===== config.mk =====
export PLATFORM = sky130hd
export DESIGN_NAME = receiver
export DESIGN_NICKNAME = d
export VERILOG_FILES = /design/src/rtl/receiver_pkg.sv /design/src/rtl/receiver_scrambler7.sv /design/src/rtl/receiver.sv
export SDC_FILE = /design/constraint.sdc
export NUM_CORES = 1
export LEC_CHECK = 0
export CAP_MARGIN = 20
export CORE_MARGIN = 2
export CORE_UTILIZATION = 40
export DETAILED_ROUTE_END_ITERATION = 7
export GPL_TIMING_DRIVEN = 0
export MAX_ROUTING_LAYER = met4
export PLACE_DENSITY = 0.58
export SETUP_SLACK_MARGIN = 0.4
export SYNTH_ARGS = -nofsm -noshare
export SYNTH_HDL_FRONTEND = slang
export SYNTH_HIERARCHICAL = 1
export SYNTH_SLANG_ARGS = --single-unit

===== constraint.sdc =====
create_clock -name i_clk -period 4.1 [get_ports i_clk]
set_clock_uncertainty 0.15 [all_clocks]
set_input_delay 0.41 -clock i_clk [delete_from_list [all_inputs] [get_ports i_clk]]
set_output_delay 0.41 -clock i_clk [all_outputs]
set_load 0.05 [all_outputs]

===== src/rtl/receiver_pkg.sv =====
// receiver_pkg: shared constants for the receiver back end.
// Convolutional code generators, scrambler taps, FSM state codes and defaults.
package receiver_pkg;
  localparam int DEF_SYNC_LEN = 16;
  localparam int DEF_SFD_LEN = 48;
  localparam int DEF_N_PAIRS = 216;
  localparam logic [6:0] DEF_SEED = 7'h7F;
  localparam logic [6:0] G0 = 7'o133;
  localparam logic [6:0] G1 = 7'o171;
  localparam logic [6:0] SCR_TAPS = 7'b1001000;
  localparam logic [1:0] ST_IDLE = 2'd0;
  localparam logic [1:0] ST_SYNC = 2'd1;
  localparam logic [1:0] ST_SFD = 2'd2;
  localparam logic [1:0] ST_DATA = 2'd3;
  // Generator parity over {current bit, history newest..oldest}; MSB of g is the current-bit tap.
  function automatic logic conv_bit(input logic [6:0] g, input logic b, input logic [5:0] s);
    return ^(g & {b, s[0], s[1], s[2], s[3], s[4], s[5]});
  endfunction
endpackage


===== src/rtl/receiver_scrambler7.sv =====
// scrambler7: 7-bit additive LFSR (x^7+x^4+1) with synchronous load and step.
module scrambler7
  import receiver_pkg::*;
(
  input  logic       i_clk,
  input  logic       i_rst_n,
  input  logic       i_load,
  input  logic       i_step,
  input  logic [6:0] i_seed,
  output logic       o_k
);
  logic [6:0] r_state;
  logic       w_k;
  assign w_k = ^(r_state & SCR_TAPS);
  assign o_k = w_k;
  always_ff @(posedge i_clk or negedge i_rst_n)
    if (!i_rst_n) r_state <= DEF_SEED;
    else if (i_load) r_state <= i_seed;
    else if (i_step) r_state <= {r_state[5:0], w_k};
endmodule


===== src/rtl/receiver.sv =====
// receiver: preamble lock, rate-1/2 K=7 hard-decision decode with parity check,
// and descrambling into a registered serial bit stream plus sticky error flag.
module receiver
  import receiver_pkg::*;
#(
  parameter int         SYNC_LEN = DEF_SYNC_LEN,
  parameter int         SFD_LEN  = DEF_SFD_LEN,
  parameter int         N_PAIRS  = DEF_N_PAIRS,
  parameter logic [6:0] SEED     = DEF_SEED
) (
  input  logic i_clk,
  input  logic i_rst_n,
  input  logic i_data,
  output logic o_data,
  output logic o_err
);
  localparam int CW = $clog2(SFD_LEN + 1);
  localparam int PW = $clog2(N_PAIRS + 1);
  logic          r_sym_en, r_prev, r_ph, r_c0, r_tail, r_data, r_err;
  logic [1:0]    r_state, w_state_n;
  logic [CW-1:0] r_cnt, w_cnt_n, w_cnt_inc;
  logic [PW-1:0] r_pairs;
  logic [5:0]    r_hist;
  logic          w_samp, w_pair, w_last, w_go_data, w_b, w_c1, w_k;
  assign w_samp    = r_sym_en && r_state != ST_DATA;
  assign w_pair    = r_state == ST_DATA && r_ph;
  assign w_last    = r_pairs == PW'(N_PAIRS - 1);
  assign w_cnt_inc = r_cnt + CW'(1);
  assign w_go_data = r_state == ST_SFD && w_state_n == ST_DATA;
  assign w_b       = r_c0 ^ conv_bit(G0, 1'b0, r_hist);
  assign w_c1      = conv_bit(G1, w_b, r_hist);
  assign o_data    = r_data;
  assign o_err     = r_err;
  always_comb begin
    w_state_n = r_state;
    w_cnt_n   = r_cnt;
    if (w_samp)
      case (r_state)
        ST_IDLE: begin
          w_cnt_n   = (i_data != r_prev) ? w_cnt_inc : CW'(1);
          w_state_n = (w_cnt_n == CW'(SYNC_LEN)) ? ST_SYNC : ST_IDLE;
        end
        ST_SYNC: begin
          w_cnt_n   = (!i_data && !r_prev) ? CW'(2) : r_cnt;
          w_state_n = (!i_data && !r_prev) ? ST_SFD : ST_SYNC;
        end
        ST_SFD: begin
          w_cnt_n   = i_data ? CW'(1) : (w_cnt_inc == CW'(SFD_LEN)) ? '0 : w_cnt_inc;
          w_state_n = i_data ? ST_IDLE : (w_cnt_inc == CW'(SFD_LEN)) ? ST_DATA : ST_SFD;
        end
        default: ;
      endcase
    else if (w_pair && w_last)
      w_state_n = ST_IDLE;
  end
  always_ff @(posedge i_clk or negedge i_rst_n)
    if (!i_rst_n) begin
      r_sym_en <= 1'b0;
      r_state  <= ST_IDLE;
      r_cnt    <= '0;
      r_prev   <= 1'b0;
    end else begin
      r_sym_en <= !r_sym_en;
      r_state  <= w_state_n;
      r_cnt    <= w_cnt_n;
      if (w_samp) r_prev <= i_data;
    end
  // Output is held for one extra clock after the last pair so every bit spans two clocks.
  always_ff @(posedge i_clk or negedge i_rst_n)
    if (!i_rst_n) begin
      r_ph    <= 1'b0;
      r_c0    <= 1'b0;
      r_tail  <= 1'b0;
      r_data  <= 1'b0;
      r_err   <= 1'b0;
      r_pairs <= '0;
      r_hist  <= '0;
    end else if (w_go_data) begin
      r_ph    <= 1'b0;
      r_tail  <= 1'b0;
      r_data  <= 1'b0;
      r_err   <= 1'b0;
      r_pairs <= '0;
      r_hist  <= '0;
    end else if (r_state == ST_DATA) begin
      r_ph <= !r_ph;
      if (!r_ph) r_c0 <= i_data;
      else begin
        r_hist  <= {r_hist[4:0], w_b};
        r_data  <= w_b ^ w_k;
        r_pairs <= r_pairs + PW'(1);
        r_tail  <= w_last;
        if (w_c1 != i_data) r_err <= 1'b1;
      end
    end else begin
      r_tail <= 1'b0;
      if (!r_tail) r_data <= 1'b0;
    end
  scrambler7 u_scr (
    .i_clk  (i_clk),
    .i_rst_n(i_rst_n),
    .i_load (w_go_data),
    .i_step (w_pair),
    .i_seed (SEED),
    .o_k    (w_k)
  );
endmodule


==> flow_summary.ini <==
[routing]
avgViaCountPerCell = 4.958
dr.pass1.iters = 4
drt_iter0_markers = 91
drc = 0
ant_nets = 0
avgRoutedWirePerCell_um = 12.76
num_vias = 1527
wirelength_um = 3929

[grt]
grt_overflow = 0
grt_max_degree = 37
antenna_found_initial = 0
first_global_vias = 1481
grt_use_total_pct = 15.09
grt_pass1_wl_um = 6844

[setup_path]
critPathSlowestCell = clkdlybuf4s50_1
worst_r2r_path_depth = 9
max_stage_delay_ps = 640
criticalPathCategory = in2reg
endpoint_kind = flip-flop
cp_max_fo = 15
rr_startpoint = r_cnt[0]$_DFFE_PN0P_
arrival_ps = 3270
reg2reg_to = u_scr/r_state[4]$_DFFE_PN1P_
startpoint_type = primary input
critPathRequiredTime_ps = 4170
rrSetupSlack_ps = 1060
crit_chain = clkdlybuf4s50_1 > inv_1 > ha_1 > nand4_1 > o41a_1 > a311oi_4 > buf_6 > buf_2 > nand2_1 > o21ai_0
crit_start = i_data

[yosys]
synth_edf_count = 0
synth.avg_cell_area_um2 = 9.515
synthCells = 220
syn-cell-area_um2 = 2093
synthArstFlopShare_pct = 100.0
synth_top_area_cell = dfrtp_1
ys_types = 49
yosys_warnings = 6
synthTopCellsByArea = dfrtp_1 (35%), dfstp_2 (8.8%), nand2_1 (6.1%)
synth_top_flop_cell = dfrtp_1
synth.most_common_cell = nand2_1
synth_seq_area_share_pct = 43.45
synth_top_area_share_pct = 34.67
ys_ff_latch = 36
netlist_top_cells_count = nand2_1 (34), dfrtp_1 (29), o21ai_0 (22)

[power]
sw_frac_of_total_pct = 34.33
power_frac_comb_pct = 28.7
internal_power_uw = 737.4
pwr-share-seq_pct = 48.6
power_density_nw_per_um2 = 482.8
leakage_nw = 0.9644
vdd_drop_max_uv = 144.6
switchingPower_uw = 385.5
power.share.clock_pct = 22.7

[sta]
worstMarginPinSlew_ps = 827.4
fin_crit_sh_pct = 78.21
setup_violations = 0
slew_headroom_pct = 44.84
fin_crit_ps = 3207
finalSetupTns_ps = 0
max_freq_mhz = 311.9
rsz0062_at_grt = false
drv_slew = 0
hold_viol = 0

[cells_and_area]
final_cell_area_um2 = 2326
syn2layout_area_growth_pct = 11.12
insertedDiodeCount = 0
nets = 247
nFillCells = 531
fin_util_pct = 45.83
drive_gt1_share_pct = 16.39

[die]
ioPinCount = 5
die_area_um2 = 5828
core_area_um2 = 5075
fp-row-count = 26
die_h_um = 76.34
chipWidth_um = 76.34
start_util_pct = 41.25

[clock_tree]
cts.path.max_buffers = 2
clock-sinks = 36
ctsResizeCount = 0
cts_buffers = 5
post_cts_buffers = 0
cts_htree_levels = 2
tritoncts = yes
path_clk_slew_ps = 80
root_buffer = clkbuf_8
insertion_delay_ps = 300
hold_buffers = 0

[run_status]
status = finished clean

[placed_design]
place_area_um2 = 2238
dpl.hpwl_um = 2777
globalplace.congestion = 0.8587
portBuffers = 4

[hold_path]
hp-class = in2async

[run]
maxCapViolations = 0
## state kept, by name, indices dropped and copies added (netlist names)
signal,count
r_ph,1
r_cnt,6
r_c0,1
r_prev,1
u_scr/r_state,7
r_sym_en,1
r_pairs,8
r_tail,1
o_data,1
o_err,1
r_state,2
r_hist,6
## worst max path at each step
stage | endpoint | slack (ps)
2_1_floorplan | u_scr/r_state[0]$_DFFE_PN1P_ | 1440
3_3_place_gp | u_scr/r_state[1]$_DFFE_PN1P_ | 610
3_5_place_dp | u_scr/r_state[6]$_DFFE_PN1P_ | 550
4_1_cts | u_scr/r_state[6]$_DFFE_PN1P_ | 860
5_1_grt | u_scr/r_state[6]$_DFFE_PN1P_ | 700
6_report | u_scr/r_state[4]$_DFFE_PN1P_ | 890
## final cells by class
cell class	instances	area, um^2	share of cell area [%]
Tap cell	70	87.58	3.765
Inverter	10	37.54	1.614
Clock buffer	5	68.82	2.959
Timing Repair Buffer	4	35.03	1.506
Sequential cell	36	909.6	39.11
Clock inverter	3	18.77	0.8069
Multi-Input combinational cell	171	1095	47.07
Buffer	9	73.82	3.174
## cell families after synthesis
family | synth area share (%)
other cells | 0.1791
simple gates | 19.96
buf+inv | 5.319
compound gates | 16.56
fa+ha+maj | 4.184
mux | 3.407
xor+xnor | 6.934
flops | 43.46
## power by group through the flow
stage | registers, mW | logic (mW) | clock network, mW
6_report | 0.546 | 0.322 | 0.255
4_1_cts | 0.548 | 0.328 | 0.266
3_3_place_gp | 0.552 | 0.318 | 0
3_5_place_dp | 0.553 | 0.326 | 0
5_1_grt | 0.563 | 0.367 | 0.277
2_1_floorplan | 0.544 | 0.256 | 0
## critical path: cells and delay by family
kind	cells	cell delay (ps)
AND/OR/NAND/NOR	2	190
buffers and inverters	4	1220
AO/OA/AOI/OAI	3	1110
adder cells (fa/ha/maj)	1	330
## per-stage QoR
stage / hold slack [ps] / cells / setup WS (ps) / power [mW]
after global routing: 131.4 / 308 / 703.7 / 1.207
final: 57.20 / 308 / 893.4 / 1.123
after detailed placement: 252.6 / 300 / 553.2 / 0.8796
after floorplan: -35.59 / 226 / 1438 / 0.7996
after CTS: 78.74 / 308 / 856.3 / 1.141
after global placement: 248.8 / 300 / 609.9 / 0.8702
## cell usage in the layout (no fill, tap or decap), drive strengths merged, types with 2 or more instances in the layout
master         netlist  final
nand2               34     34
dfrtp               29     29
o21ai               22     22
nor2                16     16
a21oi               15     15
inv                 10     10
buf                  7      8
xor2                 7      7
xnor2                7      7
ha                   7      7
conb                 1      7
dfstp                7      7
clkbuf               2      7
mux2i                6      6
nand4                5      5
a31oi                5      5
and2                 4      4
nor2b                4      4
nand3                3      3
o21a                 3      3
clkdlybuf4s50        0      3
clkinv               0      3
o22ai                2      2
nor3b                2      2
a21o                 2      2
a311oi               2      2
## metal layers
metal / track usage [%] / vias to the layer above / part of all wire, %
li1: - / 785 / -
met1: 18.95 / 718 / 50
met2: 23.27 / 18 / 45
met3: 3.199 / 6 / 2.8
met4: 7.273 / 0 / 2.0
met5: - / - / 0
Note: power is estimated with default switching activity, not from simulation.
